`config.mk`:
```
export PLATFORM = sky130hd
export DESIGN_NAME = swo_uart_rx_flat
export DESIGN_NICKNAME = d
export VERILOG_FILES = /design/src/rtl/swo_uart_rx_pkg.sv /design/src/rtl/swo_uart_rx_if.sv /design/src/rtl/swo_bit_sampler.sv /design/src/rtl/swo_uart_rx.sv /design/src/flat_wrapper.sv
export SDC_FILE = /design/constraint.sdc
export NUM_CORES = 1
export LEC_CHECK = 0
export ABC_CLOCK_PERIOD_IN_PS = 8800
export BUFFER_PORTS_ARGS = -buffer_cell sky130_fd_sc_hd__buf_2
export CORE_ASPECT_RATIO = 1.2
export CORE_MARGIN = 2
export CORE_UTILIZATION = 50
export CTS_CLUSTER_SIZE = 8
export DETAILED_ROUTE_END_ITERATION = 8
export PLACE_DENSITY = 0.72
export SLEW_MARGIN = 5
export SYNTH_ARGS = -nofsm -noshare
export SYNTH_HDL_FRONTEND = slang
export SYNTH_HIERARCHICAL = 1
export SYNTH_SLANG_ARGS = --single-unit
```
`constraint.sdc`:
```
create_clock -name fe_clk -period 8.8 [get_ports fe_clk]
set_input_delay 0.44 -clock fe_clk [delete_from_list [all_inputs] [get_ports fe_clk]]
set_output_delay 0.44 -clock fe_clk [all_outputs]
set_load 0.05 [all_outputs]
```
`src/rtl/swo_uart_rx_pkg.sv`:
```
// Shared constants for the SWO NRZ receiver: FSM state codes, minimum divisor
// and the 3-sample majority voter.
package swo_uart_rx_pkg;

  localparam logic [2:0] SWO_IDLE      = 3'd0;
  localparam logic [2:0] SWO_START     = 3'd1;
  localparam logic [2:0] SWO_DATA      = 3'd2;
  localparam logic [2:0] SWO_STOP      = 3'd3;
  localparam logic [2:0] SWO_WAIT_HIGH = 3'd4;

  localparam int SWO_MIN_DIV = 3;

  function automatic logic maj3(input logic a, input logic b, input logic c);
    return (a & b) | (a & c) | (b & c);
  endfunction

endpackage

```
`src/rtl/swo_uart_rx_if.sv`:
```
// Receiver-side bus of swo_uart_rx: pin/config inputs and byte/error outputs.
interface swo_uart_rx_if #(
  parameter int pDIV_WIDTH    = 12,
  parameter int pERRCNT_WIDTH = 8
);
  logic                     I_swo;
  logic                     I_enable;
  logic [pDIV_WIDTH-1:0]    I_baud_div;
  logic                     I_clear_errors;
  logic [7:0]               O_data;
  logic                     O_data_valid;
  logic                     O_framing_error;
  logic                     O_break;
  logic                     O_error_sticky;
  logic [pERRCNT_WIDTH-1:0] O_err_count;
  logic                     O_busy;

  modport master (
    output I_swo, I_enable, I_baud_div, I_clear_errors,
    input  O_data, O_data_valid, O_framing_error, O_break,
    input  O_error_sticky, O_err_count, O_busy
  );

  modport slave (
    input  I_swo, I_enable, I_baud_div, I_clear_errors,
    output O_data, O_data_valid, O_framing_error, O_break,
    output O_error_sticky, O_err_count, O_busy
  );
endinterface

```
`src/rtl/swo_bit_sampler.sv`:
```
// Synchronizes the raw SWO pin, runs the bit-period counter and majority-votes
// three mid-bit samples. The counter is held at 0 while the FSM is idle.
module swo_bit_sampler
  import swo_uart_rx_pkg::*;
#(
  parameter int pDIV_WIDTH = 12
) (
  input  logic                  fe_clk,
  input  logic                  reset_i,
  input  logic                  i_swo,
  input  logic                  i_idle,
  input  logic [pDIV_WIDTH-1:0] i_baud_div,
  output logic                  o_fall_edge,
  output logic                  o_line,
  output logic                  o_bit_tick,
  output logic                  o_bit_end,
  output logic                  o_bit_value,
  output logic [pDIV_WIDTH-1:0] o_div
);

  localparam logic [pDIV_WIDTH-1:0] MIN_DIV = pDIV_WIDTH'(SWO_MIN_DIV);
  localparam logic [pDIV_WIDTH-1:0] ONE     = pDIV_WIDTH'(1);

  logic                  r_sync0;
  logic                  r_sync1;
  logic                  r_hist;
  logic [pDIV_WIDTH-1:0] r_div;
  logic [pDIV_WIDTH-1:0] r_cnt;
  logic                  r_s0;
  logic                  r_s1;
  logic [pDIV_WIDTH-1:0] w_half;

  assign w_half = r_div >> 1;

  // Pin synchronizer plus one history flop for falling-edge detection.
  always_ff @(posedge fe_clk or posedge reset_i) begin
    if (reset_i) begin
      r_sync0 <= 1'b1;
      r_sync1 <= 1'b1;
      r_hist  <= 1'b1;
    end else begin
      r_sync0 <= i_swo;
      r_sync1 <= r_sync0;
      r_hist  <= r_sync1;
    end
  end

  // Divisor is captured only while idle so a frame keeps one bit period.
  always_ff @(posedge fe_clk or posedge reset_i) begin
    if (reset_i) begin
      r_div <= MIN_DIV;
    end else if (i_idle) begin
      r_div <= (i_baud_div < MIN_DIV) ? MIN_DIV : i_baud_div;
    end else begin
      r_div <= r_div;
    end
  end

  // Bit counter 0..D, plus the two early majority samples.
  always_ff @(posedge fe_clk or posedge reset_i) begin
    if (reset_i) begin
      r_cnt <= {pDIV_WIDTH{1'b0}};
      r_s0  <= 1'b1;
      r_s1  <= 1'b1;
    end else begin
      if (i_idle || (r_cnt == r_div)) begin
        r_cnt <= {pDIV_WIDTH{1'b0}};
      end else begin
        r_cnt <= r_cnt + ONE;
      end
      r_s0 <= (r_cnt == (w_half - ONE)) ? r_sync1 : r_s0;
      r_s1 <= (r_cnt == w_half) ? r_sync1 : r_s1;
    end
  end

  assign o_fall_edge = r_hist & ~r_sync1;
  assign o_line      = r_sync1;
  assign o_bit_tick  = ~i_idle & (r_cnt == (w_half + ONE));
  assign o_bit_end   = ~i_idle & (r_cnt == r_div);
  assign o_bit_value = maj3(r_s0, r_s1, r_sync1);
  assign o_div       = r_div;

endmodule

```
`src/rtl/swo_uart_rx.sv`:
```
// SWO NRZ (8N1) receiver: frame FSM, byte/error strobes and the saturating
// framing-error counter. Bit timing lives in swo_bit_sampler.
module swo_uart_rx
  import swo_uart_rx_pkg::*;
#(
  parameter int pDIV_WIDTH    = 12,
  parameter int pERRCNT_WIDTH = 8
) (
  input logic          fe_clk,
  input logic          reset_i,
  swo_uart_rx_if.slave bus
);

  logic [2:0]               r_state;
  logic [2:0]               w_state_nxt;
  logic [7:0]               r_shift;
  logic [7:0]               w_shift_nxt;
  logic [2:0]               r_bit_idx;
  logic [2:0]               w_bit_idx_nxt;
  logic [pDIV_WIDTH-1:0]    r_hi_cnt;
  logic [pDIV_WIDTH-1:0]    w_hi_cnt_nxt;
  logic                     w_dv;
  logic                     w_fe;
  logic                     w_brk;
  logic [7:0]               r_data;
  logic                     r_dv;
  logic                     r_fe;
  logic                     r_brk;
  logic                     r_busy;
  logic                     r_sticky;
  logic [pERRCNT_WIDTH-1:0] r_err_cnt;

  logic                  w_fall_edge;
  logic                  w_line;
  logic                  w_bit_tick;
  logic                  w_bit_end;
  logic                  w_bit_value;
  logic [pDIV_WIDTH-1:0] w_div;

  swo_bit_sampler #(.pDIV_WIDTH(pDIV_WIDTH)) u_sampler (
    .fe_clk      (fe_clk),
    .reset_i     (reset_i),
    .i_swo       (bus.I_swo),
    .i_idle      (r_state == SWO_IDLE),
    .i_baud_div  (bus.I_baud_div),
    .o_fall_edge (w_fall_edge),
    .o_line      (w_line),
    .o_bit_tick  (w_bit_tick),
    .o_bit_end   (w_bit_end),
    .o_bit_value (w_bit_value),
    .o_div       (w_div)
  );

  // Frame FSM next-state and strobe decode.
  always_comb begin
    w_state_nxt   = r_state;
    w_shift_nxt   = r_shift;
    w_bit_idx_nxt = r_bit_idx;
    w_hi_cnt_nxt  = r_hi_cnt;
    w_dv          = 1'b0;
    w_fe          = 1'b0;
    w_brk         = 1'b0;
    if (!bus.I_enable) begin
      w_state_nxt = SWO_IDLE;
    end else begin
      case (r_state)
        SWO_IDLE: begin
          if (w_fall_edge) w_state_nxt = SWO_START;
          else             w_state_nxt = SWO_IDLE;
        end
        SWO_START: begin
          if (w_bit_tick && w_bit_value) begin
            w_state_nxt = SWO_IDLE;
          end else if (w_bit_end) begin
            w_state_nxt   = SWO_DATA;
            w_bit_idx_nxt = 3'd0;
          end else begin
            w_state_nxt = SWO_START;
          end
        end
        SWO_DATA: begin
          if (w_bit_tick) w_shift_nxt = {w_bit_value, r_shift[7:1]};
          else            w_shift_nxt = r_shift;
          if (w_bit_end) begin
            if (r_bit_idx == 3'd7) w_state_nxt = SWO_STOP;
            else                   w_bit_idx_nxt = r_bit_idx + 3'd1;
          end else begin
            w_bit_idx_nxt = r_bit_idx;
          end
        end
        SWO_STOP: begin
          if (!w_bit_tick) begin
            w_state_nxt = SWO_STOP;
          end else if (w_bit_value) begin
            w_dv        = 1'b1;
            w_state_nxt = SWO_IDLE;
          end else begin
            w_fe         = 1'b1;
            w_brk        = (r_shift == 8'h00);
            w_hi_cnt_nxt = {pDIV_WIDTH{1'b0}};
            w_state_nxt  = SWO_WAIT_HIGH;
          end
        end
        SWO_WAIT_HIGH: begin
          // Re-arm only after D+1 consecutive high cycles, so a long break
          // yields one strobe.
          if (!w_line)                w_hi_cnt_nxt = {pDIV_WIDTH{1'b0}};
          else if (r_hi_cnt == w_div) w_state_nxt  = SWO_IDLE;
          else                        w_hi_cnt_nxt = r_hi_cnt + pDIV_WIDTH'(1);
        end
        default: w_state_nxt = SWO_IDLE;
      endcase
    end
  end

  // FSM state, shift register and registered outputs.
  always_ff @(posedge fe_clk or posedge reset_i) begin
    if (reset_i) begin
      r_state   <= SWO_IDLE;
      r_shift   <= 8'h00;
      r_bit_idx <= 3'd0;
      r_hi_cnt  <= {pDIV_WIDTH{1'b0}};
      r_data    <= 8'h00;
      r_dv      <= 1'b0;
      r_fe      <= 1'b0;
      r_brk     <= 1'b0;
      r_busy    <= 1'b0;
    end else begin
      r_state   <= w_state_nxt;
      r_shift   <= w_shift_nxt;
      r_bit_idx <= w_bit_idx_nxt;
      r_hi_cnt  <= w_hi_cnt_nxt;
      r_data    <= w_dv ? r_shift : r_data;
      r_dv      <= w_dv;
      r_fe      <= w_fe;
      r_brk     <= w_brk;
      r_busy    <= (w_state_nxt != SWO_IDLE);
    end
  end

  // Error counter and sticky flag; a clear beats a coincident strobe.
  always_ff @(posedge fe_clk or posedge reset_i) begin
    if (reset_i) begin
      r_err_cnt <= {pERRCNT_WIDTH{1'b0}};
      r_sticky  <= 1'b0;
    end else if (bus.I_clear_errors) begin
      r_err_cnt <= {pERRCNT_WIDTH{1'b0}};
      r_sticky  <= 1'b0;
    end else if (r_fe) begin
      r_sticky  <= 1'b1;
      r_err_cnt <= (r_err_cnt == {pERRCNT_WIDTH{1'b1}}) ? r_err_cnt
                                                         : r_err_cnt + pERRCNT_WIDTH'(1);
    end else begin
      r_err_cnt <= r_err_cnt;
      r_sticky  <= r_sticky;
    end
  end

  assign bus.O_data          = r_data;
  assign bus.O_data_valid    = r_dv;
  assign bus.O_framing_error = r_fe;
  assign bus.O_break         = r_brk;
  assign bus.O_error_sticky  = r_sticky;
  assign bus.O_err_count     = r_err_cnt;
  assign bus.O_busy          = r_busy;

endmodule

```
`src/flat_wrapper.sv`:
```
// flat-port wrapper written by rule: the top's interface ports become plain ports
module swo_uart_rx_flat import swo_uart_rx_pkg::*;
#(
  parameter int pDIV_WIDTH    = 12,
  parameter int pERRCNT_WIDTH = 8
)
  (fe_clk, reset_i, bus_I_swo, bus_I_enable, bus_I_baud_div, bus_I_clear_errors, bus_O_data, bus_O_data_valid, bus_O_framing_error, bus_O_break, bus_O_error_sticky, bus_O_err_count, bus_O_busy);
  swo_uart_rx_if #(.pDIV_WIDTH(pDIV_WIDTH), .pERRCNT_WIDTH(pERRCNT_WIDTH)) bus_i ();
  input logic fe_clk;
  input logic reset_i;
  input wire logic [$bits(bus_i.I_swo)-1:0] bus_I_swo;
  input wire logic [$bits(bus_i.I_enable)-1:0] bus_I_enable;
  input wire logic [$bits(bus_i.I_baud_div)-1:0] bus_I_baud_div;
  input wire logic [$bits(bus_i.I_clear_errors)-1:0] bus_I_clear_errors;
  output wire logic [$bits(bus_i.O_data)-1:0] bus_O_data;
  output wire logic [$bits(bus_i.O_data_valid)-1:0] bus_O_data_valid;
  output wire logic [$bits(bus_i.O_framing_error)-1:0] bus_O_framing_error;
  output wire logic [$bits(bus_i.O_break)-1:0] bus_O_break;
  output wire logic [$bits(bus_i.O_error_sticky)-1:0] bus_O_error_sticky;
  output wire logic [$bits(bus_i.O_err_count)-1:0] bus_O_err_count;
  output wire logic [$bits(bus_i.O_busy)-1:0] bus_O_busy;
  assign bus_i.I_swo = bus_I_swo;
  assign bus_i.I_enable = bus_I_enable;
  assign bus_i.I_baud_div = bus_I_baud_div;
  assign bus_i.I_clear_errors = bus_I_clear_errors;
  assign bus_O_data = bus_i.O_data;
  assign bus_O_data_valid = bus_i.O_data_valid;
  assign bus_O_framing_error = bus_i.O_framing_error;
  assign bus_O_break = bus_i.O_break;
  assign bus_O_error_sticky = bus_i.O_error_sticky;
  assign bus_O_err_count = bus_i.O_err_count;
  assign bus_O_busy = bus_i.O_busy;
  swo_uart_rx #(.pDIV_WIDTH(pDIV_WIDTH), .pERRCNT_WIDTH(pERRCNT_WIDTH)) u_core (.fe_clk(fe_clk), .reset_i(reset_i), .bus(bus_i));
endmodule
```
== Word level (Yosys, flattened, before mapping) ==
Cells that the tools add are included.
Storage, ports and cells
  register bits: 76
  bits in latches: 0
  RAM bits: 0
  ROM bits: 0
  output and inout bits: 21
  word-level logic and storage cells: 106
  memories kept: 0
Operators by class
  $add $sub $neg: 6
  multipliers: 0
  div/mod/pow operators: 0
  $lt $le $gt $ge: 1
  eq/ne operators: 19
  shift-type cells: 0
  muxes and demuxes: 40
  bitwise operators: 10
  reductions and logical operators: 12
Operators with widths (number)
  12-bit 2-to-1 mux: 6
  12-bit == test: 4
  3-bit 2-to-1 mux: 12
  12-bit by 1-bit adder with 12-bit output, second input constant: 2
  8-bit 2-to-1 mux: 3
  12-bit case mux with 2 select lines: 1
  1-bit 2-to-1 mux: 15
  3-bit case mux with 5 select lines: 1
  11-bit by 1-bit adder with 12-bit output, second input constant: 1
  12-bit by 11-bit == test with 1-bit output: 1
  12-bit by 2-bit < comparator with 1-bit output, second input constant: 1
  2-bit inequality test, second input constant: 6
  11-bit by 1-bit subtractor with 12-bit output, second input constant: 1
  8-bit by 1-bit adder with 8-bit output, second input constant: 1
  8-bit == test, second input constant: 1
  8-bit logical NOT: 1
  1-bit bitwise AND: 6
  3-bit by 2-bit == test with 1-bit output, second input constant: 2
  3-bit == test, second input constant: 2
  3-bit case mux with 2 select lines: 1
  6-bit AND reduction: 1
  2-bit nonzero test: 3
  5-bit AND reduction: 1
  3-bit by 1-bit adder with 3-bit output, second input constant: 1
  12 further kinds: 14

== Logic depth before layout (Yosys ltp) ==
Gate-level depths: netlist of the first run.
  depth in word-level cells: 8
  depth in mapped cells: 12
  gate-level depth less buffers: 12

== Hierarchy ==
The synthesis of the first run kept the hierarchy.
Modules (own cells, without submodules)
  swo_uart_rx: instances 1, cells each 227, area each 2427.3 um^2, sequential area each 1176.1 um^2
  swo_bit_sampler: instances 1, cells each 247, area each 2163.3 um^2, sequential area each 734.5 um^2

== Least setup slack after synthesis of the first run ==
OpenSTA, ideal clock, no wires.
  kind: register -> register
  start point: reg u_core.u_sampler.r_div[2] (netlist: u_core/u_sampler/o_div[2])
  end point: reg u_core.r_hi_cnt[3]
  library setup time: 139 ps
  arrival: 3389 ps
  required time: 8661 ps
  slack: 5272 ps
  cell stages (with the launch flop): 13
  path buffers: 1
  cell sequence: dfrtp_1 > clkbuf_1 > inv_1 > ha_1 > xnor2_1 > nor4b_1 > o2111ai_1 > a2111oi_0 > nand3_2 > o32ai_2 > nand2_1 > o311ai_0 > o31ai_1
On the way
  longest elaborated chain between the ends: 5
  elaborated cells on any way between the ends: 7
RTL lines
  start, declared: RTL line swo_bit_sampler.sv:27  | logic [pDIV_WIDTH-1:0] r_div;
  start signal, assigned: RTL line swo_bit_sampler.sv:53  | r_div <= (i_baud_div < MIN_DIV) ? MIN_DIV : i_baud_div;
  start signal, assigned: RTL line swo_bit_sampler.sv:55  | r_div <= r_div;
  11-bit by 1-bit adder with 12-bit output: RTL line swo_bit_sampler.sv:78  | assign o_bit_tick = ~i_idle & (r_cnt == (w_half + ONE));
  12-bit == test: RTL line swo_bit_sampler.sv:78
  1-bit bitwise AND: RTL line swo_bit_sampler.sv:78
  named net u_core.w_bit_tick: RTL line swo_uart_rx.sv:35  | logic w_bit_tick;
  2-bit by 1-bit inequality test with 1-bit output (no source line)
  5-bit AND reduction (no source line)
  end signal, assigned: RTL line swo_uart_rx.sv:122  | r_hi_cnt <= {pDIV_WIDTH{1'b0}};
  end signal, assigned: RTL line swo_uart_rx.sv:132  | r_hi_cnt <= w_hi_cnt_nxt;
  end, declared: RTL line swo_uart_rx.sv:20  | logic [pDIV_WIDTH-1:0] r_hi_cnt;
The timed path passes the listed nets, and every way through them passes these cells.
A chain may end at the register's enable or synchronous reset.

== Final worst setup path of the first run ==
  start point: reg u_core.u_sampler.r_div[1] (netlist: u_core/u_sampler/o_div[1])
  end point: reg u_core.r_hi_cnt[3]
Same word-level chain as after synthesis.

==> impl_metrics.py, run 1 <==
metrics = {
    "global_route": {
        "grt_use_total_pct": 22.4,
        "grt_max_degree": 48,
        "antenna_found_initial": 0,
        "grt_pass1_vias": 3598,
        "grt_overflow": 0,
        "grt_pass1_wl_um": 17700,
    },
    "status": {
        "status": "finished clean",
    },
    "synth": {
        "ys_warn_count": 6,
        "synth.distinct_cells": 70,
        "syn_avg_cell_area_sq_um": 9.68,
        "synth_nets": 498,
        "yosys_most_used_dff": "dfrtp_1",
        "netlist_instances": 474,
        "syn_area_sq_um": 4590,
        "synth.ff_latch_count": 76,
        "synth_edf_count": 0,
        "yosysSeqAreaShare_pct": 41.6,
        "synthArstFlopShare_pct": 100,
    },
    "cells_and_area": {
        "diodes": 0,
        "drive_gt1_share_pct": 21.8,
        "final_nets": 520,
        "finish.instance_area_sq_um": 5010,
        "final_core_util_pct": 55.7,
        "syn2layout_area_growth_pct": 9.05,
    },
    "pwr": {
        "clkPwrFrac_pct": 37.3,
        "p_int_mw": 0.537,
        "p_seq_share_pct": 52.2,
        "comb_power_share_pct": 10.5,
        "p_sw_share_pct": 26.7,
        "power_leakage_nw": 2.19,
        "p_switching_mw": 0.196,
        "power_density_nw_per_um2": 147,
        "ir_worst_vdd_uv": 82.1,
    },
    "flow_run": {
        "max_cap_viol_count": 0,
    },
    "clock_network": {
        "postCtsHoldBufs": 0,
        "cts_setup_buffers": 0,
        "cts_tree": "built",
        "cts_sinks": 76,
        "cts_buffers": 9,
        "clock_latency_ns": 0.35,
        "cts_root_buf": "clkbuf_8",
        "clkTransAtPathRegs_ns": 0.08,
        "h-tree-depth": 3,
        "cts-resized-gates": 0,
        "cts.path.max_buffers": 2,
    },
    "drt": {
        "drtIter0Drc": 203,
        "route.detailed.drc": 0,
        "ant_nets": 0,
        "totalWireLength_um": 10400,
        "dr.pass1.iters": 4,
        "vias": 3647,
        "viasPerCell": 5.87,
        "post_drt_wl_per_cell_um": 16.7,
    },
    "setup_path": {
        "crit_slowest_cell": "dfstp_2",
        "end_kind": "flip-flop",
        "critPathMaxStageDelay_ns": 0.69,
        "worstPathArrival_ns": 3.80,
        "startpoint_type": "flip-flop",
        "worst-setup-path-type": "flip-flop to flip-flop",
        "crit_path_max_fanout": 12,
        "cp.required_ns": 9.02,
        "crit_chain": "ha_1 -> nand4_1 -> nor2_1 -> mux2i_1 -> a21oi_1 -> a2111oi_0 -> buf_4 -> nand3_2 -> o32ai_2 -> nand2_1 -> o311ai_0 -> o31ai_1",
        "critPathBufInv": 1,
        "critical-path-top-delay-family": "compound AO/OA/AOI/OAI gates",
    },
    "min_path": {
        "worstHoldPathType": "primary input to flip-flop",
    },
    "placed_design": {
        "portBuffers": 37,
        "finalWeightedCongestion": 0.983,
        "detailed_place.area_sq_um": 4800,
        "dpl.hpwl_um": 7610,
    },
    "timing": {
        "final-hold-violation-count": 0,
        "worst_pin_slew_ns": 1.07,
        "max_freq_mhz": 279,
        "drv_slew": 0,
        "finClkSkew_ns": 0.00849,
        "slew_headroom_pct": 28.5,
        "finalCriticalPeriod_ns": 3.58,
        "rsz0062_at_grt": "false",
        "fin_tns_setup_ns": 0,
        "period_share_pct": 40.7,
        "setup_viol": 0,
    },
    "floorplanning": {
        "fp.dieArea_sq_um": 9970,
        "core_sq_um": 8990,
        "io_pins": 38,
        "die_x_um": 91.5,
        "num_rows": 38,
        "start_util_pct": 51.1,
        "die_h_um": 109,
    },
}
stage by stage:
step | power (mW) | cells | hold slack [ns] | worst slack [ns]
after floorplan | 0.445 | 474 | 0.345 | 5.27
after global placement | 0.464 | 605 | 0.348 | 5.31
after detailed placement | 0.466 | 605 | 0.350 | 5.25
after CTS | 0.743 | 621 | 0.159 | 5.23
after global routing | 0.769 | 621 | 0.151 | 4.99
final | 0.733 | 621 | 0.183 | 5.22
power groups by stage:
stage          combinational, mW  sequential (mW)  clock, mW
2_1_floorplan             0.0725            0.372          0
3_3_place_gp              0.0760            0.388          0
3_5_place_dp              0.0768            0.389          0
4_1_cts                   0.0773            0.382      0.283
5_1_grt                   0.0865            0.384      0.299
6_report                  0.0769            0.383      0.274
per-layer routing:
metal  share of wire [%]  vias to the layer above  global-route usage (%)
li1                    -                     1717                       -
met1                  42                     1781                    27.2
met4                 3.2                        0                    11.3
met3                 4.7                       29                    4.91
met5                   0                        -                       0
met2                  50                      120                    37.8
layout make-up:
cell class | instances | area, sq um
multi-input cells | 354 | 2480
repair buffers | 39 | 200
clock inverters | 3 | 46.3
well taps | 120 | 150
clock buffers | 13 | 159
inverters | 16 | 60.1
flip-flops and latches | 76 | 1910
fillers | 795 | 3980
worst reg2reg max path, cell delays in order, from the launching register on:
cell and delay [ns]:
dfstp_2 0.69, ha_1 0.26, nand4_1 0.22, nor2_1 0.19, mux2i_1 0.21, a21oi_1 0.09
a2111oi_0 0.45, buf_4 0.22, nand3_2 0.11, o32ai_2 0.43, nand2_1 0.18, o311ai_0 0.30
o31ai_1 0.12
cell families after synthesis:
group	synth area share, %
adder cells (fa/ha/maj)	2.13
multiplexers	7.25
AND/OR/NAND/NOR	22.5
AO/OA/AOI/OAI	10.5
buffers and inverters	4.36
XOR/XNOR	11.6
flip-flops	41.6
final timing paths:
kind                       cells past startpoint                   endpoint                 startpoint  slack (ns)
max                                           12         u_core/r_hi_cnt[3]  u_core/u_sampler/o_div[1]        5.22
min                                            1   u_core/u_sampler/r_sync0                  bus_I_swo        0.18
max reg2reg                                   12         u_core/r_hi_cnt[3]  u_core/u_sampler/o_div[1]        5.22
min reg2reg                                    0    u_core/u_sampler/o_line   u_core/u_sampler/r_sync0        0.36
max in group asynchronous                      2  u_core/u_sampler/r_cnt[4]                    reset_i        7.79
min in group asynchronous                      2  u_core/bus.O_err_count[5]                    reset_i        0.31
Yosys cell counts (4+ instances only):
master    number  area share, %
xnor2_1       28            5.3
o21bai_1       4           0.65
nor4_1        10            1.4
a31oi_1        7           0.95
nand2b_1       7           0.95
o21ai_0       10            1.1
clkbuf_1      12           0.98
and3_1         9            1.2
nor2_1        46            3.8
dfstp_2        7            4.0
nor3_1         7           0.76
xor2_1        33            6.3
dfrtp_1       69             38
inv_1         16            1.3
nand3_1       21            2.3
ha_1           7            1.9
o211ai_1       5           0.82
mux2i_1        4           0.87
nand4_1       14            1.9
buf_2         10            1.1
a21oi_1       10            1.1
nand2_1       38            3.1
mux2_2        25            6.1
registers in the layout, indices dropped and copies added (netlist names):
name,flops
u_core/r_hi_cnt,12
u_core/u_sampler/o_div,12
u_core/u_sampler/r_cnt,12
u_core/bus.O_data,8
u_core/bus.O_err_count,8
u_core/r_shift,8
u_core/r_bit_idx,3
u_core/r_state,3
u_core/bus.O_break,1
u_core/bus.O_busy,1
u_core/bus.O_data_valid,1
u_core/bus.O_error_sticky,1
u_core/bus.O_framing_error,1
u_core/u_sampler/o_line,1
u_core/u_sampler/r_hist,1
u_core/u_sampler/r_s0,1
u_core/u_sampler/r_s1,1
u_core/u_sampler/r_sync0,1
layout by cell type (no fill, tap or decap), types with 3 or more instances in the layout:
master | Yosys | final
nand3_1 | 21 | 21
nand4_1 | 14 | 14
and2_1 | 3 | 3
mux2_2 | 25 | 25
buf_2 | 10 | 37
mux2i_1 | 4 | 4
nor2_1 | 46 | 46
o21a_1 | 3 | 3
nand2_1 | 38 | 38
o21ai_0 | 10 | 10
o21bai_1 | 4 | 4
o2111ai_1 | 3 | 3
nor3b_1 | 3 | 3
dfstp_2 | 7 | 7
dfrtp_1 | 69 | 69
clkbuf_8 | 0 | 11
nor4b_1 | 3 | 3
a31oi_1 | 7 | 7
o211ai_1 | 5 | 5
ha_1 | 7 | 7
and3_1 | 9 | 9
a21oi_1 | 10 | 10
nor3_1 | 7 | 7
nand2b_1 | 7 | 7
o31ai_1 | 3 | 3
xnor2_1 | 28 | 28
xor2_1 | 33 | 33
nor4_1 | 10 | 10
inv_1 | 16 | 15
(Power assumes the default switching activity.)
==> run 2, diff against run 1 <==
--- a/config.mk
+++ b/config.mk
@@ -5,7 +5,7 @@
 export SDC_FILE = /design/constraint.sdc
 export NUM_CORES = 1
 export LEC_CHECK = 0
-export ABC_CLOCK_PERIOD_IN_PS = 8800
+export ABC_CLOCK_PERIOD_IN_PS = 3520
 export BUFFER_PORTS_ARGS = -buffer_cell sky130_fd_sc_hd__buf_2
 export CORE_ASPECT_RATIO = 1.2
 export CORE_MARGIN = 2
==> constraint.sdc (replaced) <==
create_clock -name fe_clk -period 3.52 [get_ports fe_clk]
set_input_delay 0.176 -clock fe_clk [delete_from_list [all_inputs] [get_ports fe_clk]]
set_output_delay 0.176 -clock fe_clk [all_outputs]
set_load 0.05 [all_outputs]
==> impl_metrics.py, run 2 (same netlist as run 1, synthesis figures left out) <==
metrics = {
    "floorplanning": {
        "start_util_pct": 51.1,
        "core_sq_um": 8990,
        "fp.dieArea_sq_um": 9970,
        "num_rows": 38,
        "die_h_um": 109,
        "io_pins": 38,
        "die_x_um": 91.5,
    },
    "global_route": {
        "antenna_found_initial": 0,
        "grt_overflow": 0,
        "grt_max_degree": 48,
        "grt_pass1_vias": 3547,
        "grt_use_total_pct": 22.2,
        "grt_pass1_wl_um": 17400,
    },
    "drt": {
        "vias": 3724,
        "drtIter0Drc": 216,
        "viasPerCell": 5.83,
        "dr.pass1.iters": 5,
        "totalWireLength_um": 10600,
        "post_drt_wl_per_cell_um": 16.5,
        "route.detailed.drc": 0,
        "wl_met2_um": 5190,
        "ant_nets": 0,
        "routed.top_layer": "met4",
        "drt-met1-wl_um": 4330,
        "routed-wl-met3_um": 523,
    },
    "setup_path": {
        "worstPathArrival_ns": 3.63,
        "cp_num_cells": 10,
        "crit_path_max_fanout": 7,
        "worst-setup-path-type": "flip-flop to flip-flop",
        "rr_endpoint": "u_core/r_hi_cnt[3]",
        "crit_slowest_cell": "dfrtp_1",
        "cp.required_ns": 3.74,
        "critPathBufInv": 1,
        "startpoint_type": "flip-flop",
        "r2r_setup_slack_ns": 0.11,
        "worstReg2RegStart": "u_core/u_sampler/o_div[6]",
        "critPathMaxStageDelay_ns": 0.59,
        "cp-startpoint": "u_core/u_sampler/o_div[6]",
        "worstSetupEndpoint": "u_core/r_hi_cnt[3]",
        "ff2ff_path_depth": 10,
        "critical-path-top-delay-family": "compound AO/OA/AOI/OAI gates",
        "crit_chain": "nand4_1 -> o41ai_1 -> o21bai_1 -> a2111oi_1 -> buf_4 -> nand3_2 -> o32ai_2 -> nand2_1 -> o311ai_0 -> o31ai_1",
        "end_kind": "flip-flop",
    },
    "pwr": {
        "power_density_nw_per_um2": 356,
        "power_leakage_nw": 2.27,
        "ir_worst_vdd_uv": 190,
    },
    "clock_network": {
        "cts-resized-gates": 0,
        "cts_sinks": 76,
        "cts_tree": "built",
        "cts_setup_buffers": 0,
        "clock_latency_ns": 0.36,
        "cts_buffers": 9,
        "clkTransAtPathRegs_ns": 0.09,
        "cts.path.max_buffers": 2,
        "h-tree-depth": 3,
        "cts_root_buf": "clkbuf_8",
    },
    "flow_run": {
        "max_cap_viol_count": 0,
    },
    "timing": {
        "final-hold-violation-count": 0,
        "slew_headroom_pct": 26.4,
        "fin_tns_setup_ns": 0,
        "setup_viol": 0,
        "worst_pin_slew_ns": 1.10,
        "max_freq_mhz": 293,
        "fin_hold_ws_ns": 0.0387,
        "fin_ws_ns": 0.110,
        "rsz0062_at_grt": "false",
        "period_share_pct": 96.9,
        "drv_slew": 0,
        "finalCriticalPeriod_ns": 3.41,
        "finClkSkew_ns": 0.0156,
    },
    "cells_and_area": {
        "diodes": 0,
        "final_cell_mix": "dfrtp_1, nor2_1, nand2_1, buf_2, xor2_1",
        "nFillCells": 808,
        "drive_gt1_share_pct": 24.1,
        "mostFrequentLayoutCell": "dfrtp_1",
        "syn2layout_area_growth_pct": 11.6,
        "final_nets": 538,
    },
    "placed_design": {
        "portBuffers": 37,
        "finalWeightedCongestion": 0.982,
        "dp_slack_ns": 0.281,
        "dpl.hpwl_um": 7870,
    },
    "min_path": {
        "worstHoldPathType": "primary input to flip-flop",
    },
    "status": {
        "status": "finished clean",
    },
}
[run 2: cell types whose count changed in the layout (fill, tap and decap cells not counted)]
cell	change
a2111oi_0	-1
a2111oi_1	+1
buf_4	+17
clkbuf_1	+1
clkbuf_8	-2
clkinv_2	+1
clkinv_4	-1
clkinvlp_4	+1
dlygate4sd3_1	+1
[run 2: worst min path at each step]
stage / from / endpoint / slack, ns / cells after the start
after floorplan: bus_I_swo / u_core/u_sampler/r_sync0 / 0.18 / 0
after global placement: bus_I_swo / u_core/u_sampler/r_sync0 / 0.29 / 1
after detailed placement: bus_I_swo / u_core/u_sampler/r_sync0 / 0.29 / 1
after CTS: bus_I_baud_div[3] / u_core/u_sampler/o_div[3] / 0.03 / 3
after global routing: bus_I_baud_div[0] / u_core/u_sampler/o_div[0] / 0.05 / 2
final: bus_I_baud_div[3] / u_core/u_sampler/o_div[3] / 0.04 / 3
[run 2: power by group]
group	switching (mW)	internal, mW
sequential	0.0358	0.896
clock	0.321	0.327
combinational	0.145	0.0984
[run 2: layout make-up]
type                       instances  area (sq um)  share of cell area [%]
sequential                        76          1910                    37.3
inverter                          16          60.1                    1.17
timing repair buffer              57           338                    6.59
clock inverter                     4          50.0                   0.977
tap                              120           150                    2.93
clock buffer                      12           135                    2.64
multi-input combinational        354          2480                    48.4
[run 2: metrics by stage]
stage	cell area [sq um]	power, mW	utilization, %	instances
5_1_grt	5120	1.91	57.0	639
3_5_place_dp	4930	1.19	54.9	622
3_3_place_gp	4930	1.18	54.9	622
6_report	5120	1.82	57.0	639
2_1_floorplan	4590	1.11	-	474
4_1_cts	5120	1.84	57.0	639
[run 2: metal layers]
| layer | global-route usage, % | vias to the layer above |
|---|---|---|
| li1 | - | 1758 |
| met1 | 26.5 | 1797 |
| met2 | 37.1 | 131 |
| met3 | 4.70 | 38 |
| met4 | 13.3 | 0 |
| met5 | 0 | - |
[run 2: worst min-delay path: stages]
cell and delay [ns]:
buf_2 0.08, nand2_1 0.04, o21ai_0 0.06
[run 2: what timing repair did]
item | 4_1_cts | 5_1_grt
hold endpoints to repair | 1 | 0
hold buffers | 1 | 0
endpoints found under the setup margin | 0 | 0
==> run 3, diff against run 2 <==
--- a/config.mk
+++ b/config.mk
@@ -5,6 +5,7 @@
 export SDC_FILE = /design/constraint.sdc
 export NUM_CORES = 1
 export LEC_CHECK = 0
+export ABC_AREA = 1
 export ABC_CLOCK_PERIOD_IN_PS = 3520
 export BUFFER_PORTS_ARGS = -buffer_cell sky130_fd_sc_hd__buf_2
 export CORE_ASPECT_RATIO = 1.2
@@ -12,7 +13,7 @@
 export CORE_UTILIZATION = 50
 export CTS_CLUSTER_SIZE = 8
 export DETAILED_ROUTE_END_ITERATION = 8
-export PLACE_DENSITY = 0.72
+export PLACE_DENSITY = 0.71
 export SLEW_MARGIN = 5
 export SYNTH_ARGS = -nofsm -noshare
 export SYNTH_HDL_FRONTEND = slang
==> impl_metrics.py, run 3 <==
metrics = {
    "clock_network": {
        "cts.path.max_buffers": 2,
        "cts_tree": "built",
        "cts-resized-gates": 0,
        "cts_buffers": 9,
        "cts_root_buf": "clkbuf_16",
        "h-tree-depth": 3,
        "cts_sinks": 76,
        "clock_latency_ns": 0.33,
        "clkTransAtPathRegs_ns": 0.06,
    },
    "setup_path": {
        "crit_slowest_cell": "dfstp_2",
        "cpMostUsedCell": "nor2_1",
        "worst-setup-path-type": "flip-flop to flip-flop",
        "cp.required_ns": 3.74,
        "startpoint_type": "flip-flop",
        "worstPathArrival_ns": 3.10,
        "crit_chain": "inv_1 -> ha_1 -> xor2_1 -> nor2_1 -> nand3_1 -> nor2_1 -> nand4_1 -> nor2_1 -> nand4_1 -> o21ai_2 -> nand2_2 -> nand2_1 -> nand2_1",
        "end_kind": "flip-flop",
        "crit_path_max_fanout": 14,
        "critPathMaxStageDelay_ns": 0.62,
    },
    "floorplanning": {
        "start_util_pct": 50.8,
        "core_sq_um": 9370,
        "num_rows": 39,
        "die_h_um": 111,
        "io_pins": 38,
        "fp.dieArea_sq_um": 10300,
        "die_x_um": 93.1,
    },
    "drt": {
        "ant_nets": 0,
        "viasPerCell": 5.17,
        "totalWireLength_um": 11300,
        "dr.pass1.iters": 5,
        "post_drt_wl_per_cell_um": 13.7,
        "route.detailed.drc": 0,
        "vias": 4251,
        "drtIter0Drc": 131,
    },
    "timing": {
        "final-hold-violation-count": 0,
        "fin_tns_setup_ns": 0,
        "worst_pin_slew_ns": 0.935,
        "fin_ws_ns": 0.639,
        "finalCriticalPeriod_ns": 2.88,
        "finClkSkew_ns": 0.00697,
        "period_share_pct": 81.8,
        "rsz0062_at_grt": "false",
        "max_freq_mhz": 347,
        "slew_headroom_pct": 37.6,
        "drv_slew": 0,
        "setup_viol": 0,
    },
    "synth": {
        "synth.ff_latch_count": 76,
        "syn_avg_cell_area_sq_um": 7.16,
        "synth_nets": 689,
        "synth.top_cell.area_share_pct": 36.3,
        "synth_common_cells": "nand2_1, inv_1, nor2_1, dfrtp_1, nand3_1",
        "yosysSeqAreaShare_pct": 40.2,
        "ys_warn_count": 6,
        "synthArstFlopShare_pct": 100,
        "synthTopCellsByArea": "dfrtp_1, nand2_1, inv_1, nor2_1, nand3_1",
        "synth_edf_count": 0,
        "synth.distinct_cells": 37,
        "synth.largest_area_cell": "dfrtp_1",
        "yosys_most_used_dff": "dfrtp_1",
        "netlist_instances": 665,
        "synth_most_common_cell": "nand2_1",
        "syn_area_sq_um": 4760,
    },
    "cells_and_area": {
        "diodes": 0,
        "final_nets": 719,
        "drive_gt1_share_pct": 12.9,
        "mostFrequentLayoutCell": "nand2_1",
        "nFillCells": 908,
        "syn2layout_area_growth_pct": 11.5,
        "final_cell_mix": "nand2_1, inv_1, nor2_1, dfrtp_1, nand3_1",
    },
    "pwr": {
        "p_sw_share_pct": 27.5,
        "clkPwrFrac_pct": 43.6,
        "p_int_mw": 1.54,
        "p_seq_share_pct": 45.0,
        "p_total_mw": 2.12,
        "p_switching_mw": 0.582,
        "ir_worst_vdd_uv": 237,
        "comb_power_share_pct": 11.3,
        "power_density_nw_per_um2": 400,
        "power_leakage_nw": 2.66,
    },
    "placed_design": {
        "dp_slack_ns": 0.651,
        "finalWeightedCongestion": 0.951,
        "dpl.hpwl_um": 8550,
        "portBuffers": 37,
    },
    "min_path": {
        "worstHoldPathType": "primary input to flip-flop",
    },
    "global_route": {
        "grt_pass1_wl_um": 19100,
        "grt_overflow": 0,
        "antenna_found_initial": 0,
        "grt_pass1_vias": 4072,
        "grt_max_degree": 48,
        "grt_use_total_pct": 23.4,
    },
    "status": {
        "status": "finished clean",
    },
    "flow_run": {
        "max_cap_viol_count": 0,
    },
}
run 3: area by class of cell:
cell class / count / area [sq um] / share of cell area, %
multi-input cells: 474 / 2370 / 44.7
flip-flops and latches: 76 / 1910 / 36.0
repair buffers: 41 / 220 / 4.15
well taps: 123 / 154 / 2.90
inverters: 93 / 349 / 6.58
clock inverters: 6 / 70.1 / 1.32
clock buffers: 10 / 229 / 4.32
run 3: timing repair:
item	in CTS	in global routing
endpoints found under the setup margin	0	0
setup buffers	0	0
endpoints found under the hold margin	8	0
hold buffers	2	0
run 3: power groups by stage:
stage | sequential (mW) | combinational [mW] | clock (mW)
CTS | 0.955 | 0.242 | 0.950
global route | 0.960 | 0.274 | 0.982
global placement | 0.969 | 0.236 | 0
detailed placement | 0.970 | 0.239 | 0
finish | 0.955 | 0.240 | 0.926
floorplan | 0.960 | 0.180 | 0
run 3: final timing paths:
check,startpoint,end,slack (ns),cells past startpoint
max in group asynchronous,reset_i,u_core/bus.O_err_count[2],2.32,3
worst max-delay path,u_core/u_sampler/o_div[1],u_core/r_hi_cnt[7],0.64,13
worst min-delay path,bus_I_baud_div[7],u_core/u_sampler/o_div[7],0.07,3
worst max register to register,u_core/u_sampler/o_div[1],u_core/r_hi_cnt[7],0.64,13
min in group asynchronous,reset_i,u_core/u_sampler/r_cnt[8],0.42,3
worst min register to register,u_core/u_sampler/r_sync0,u_core/u_sampler/o_line,0.36,0
run 3: cells by family (layout without fill, tap and decap cells):
family / after synthesis / count (layout) / synth area share [%]
AND/OR/NAND/NOR: 379 / 379 / 34.8
XOR/XNOR: 39 / 39 / 7.49
AO/OA/AOI/OAI: 48 / 48 / 5.52
flip-flops: 76 / 76 / 40.2
buffers and inverters: 115 / 150 / 9.97
adder cells (fa/ha/maj): 8 / 8 / 2.05
run 3: worst max-delay path, delay by kind of cell, from the launching register on:
kind | cells | cell delay (ns)
AND/OR/NAND/NOR | 9 | 1.30
flip-flops | 1 | 0.62
adder cells (fa/ha/maj) | 1 | 0.31
AO/OA/AOI/OAI | 1 | 0.26
XOR/XNOR | 1 | 0.16
buffers and inverters | 1 | 0.12
run 3: through the flow:
stage / hold slack (ns) / utilization (%) / instances / area (sq um)
after floorplan: 0.180 / - / 665 / 4760
after global placement: 0.237 / 53.2 / 805 / 4990
after detailed placement: 0.235 / 53.2 / 805 / 4990
after CTS: 0.0611 / 56.6 / 823 / 5310
after global routing: 0.0736 / 56.6 / 823 / 5310
final: 0.0677 / 56.6 / 823 / 5310
run 3: layer usage:
metal | wire (um) | vias to the layer above | track usage, %
li1 | - | 2139 | -
met1 | 4690 | 1986 | 27.7
met4 | 314 | 0 | 9.12
met2 | 5850 | 103 | 41.6
met5 | 0 | - | 0
met3 | 446 | 23 | 4.28
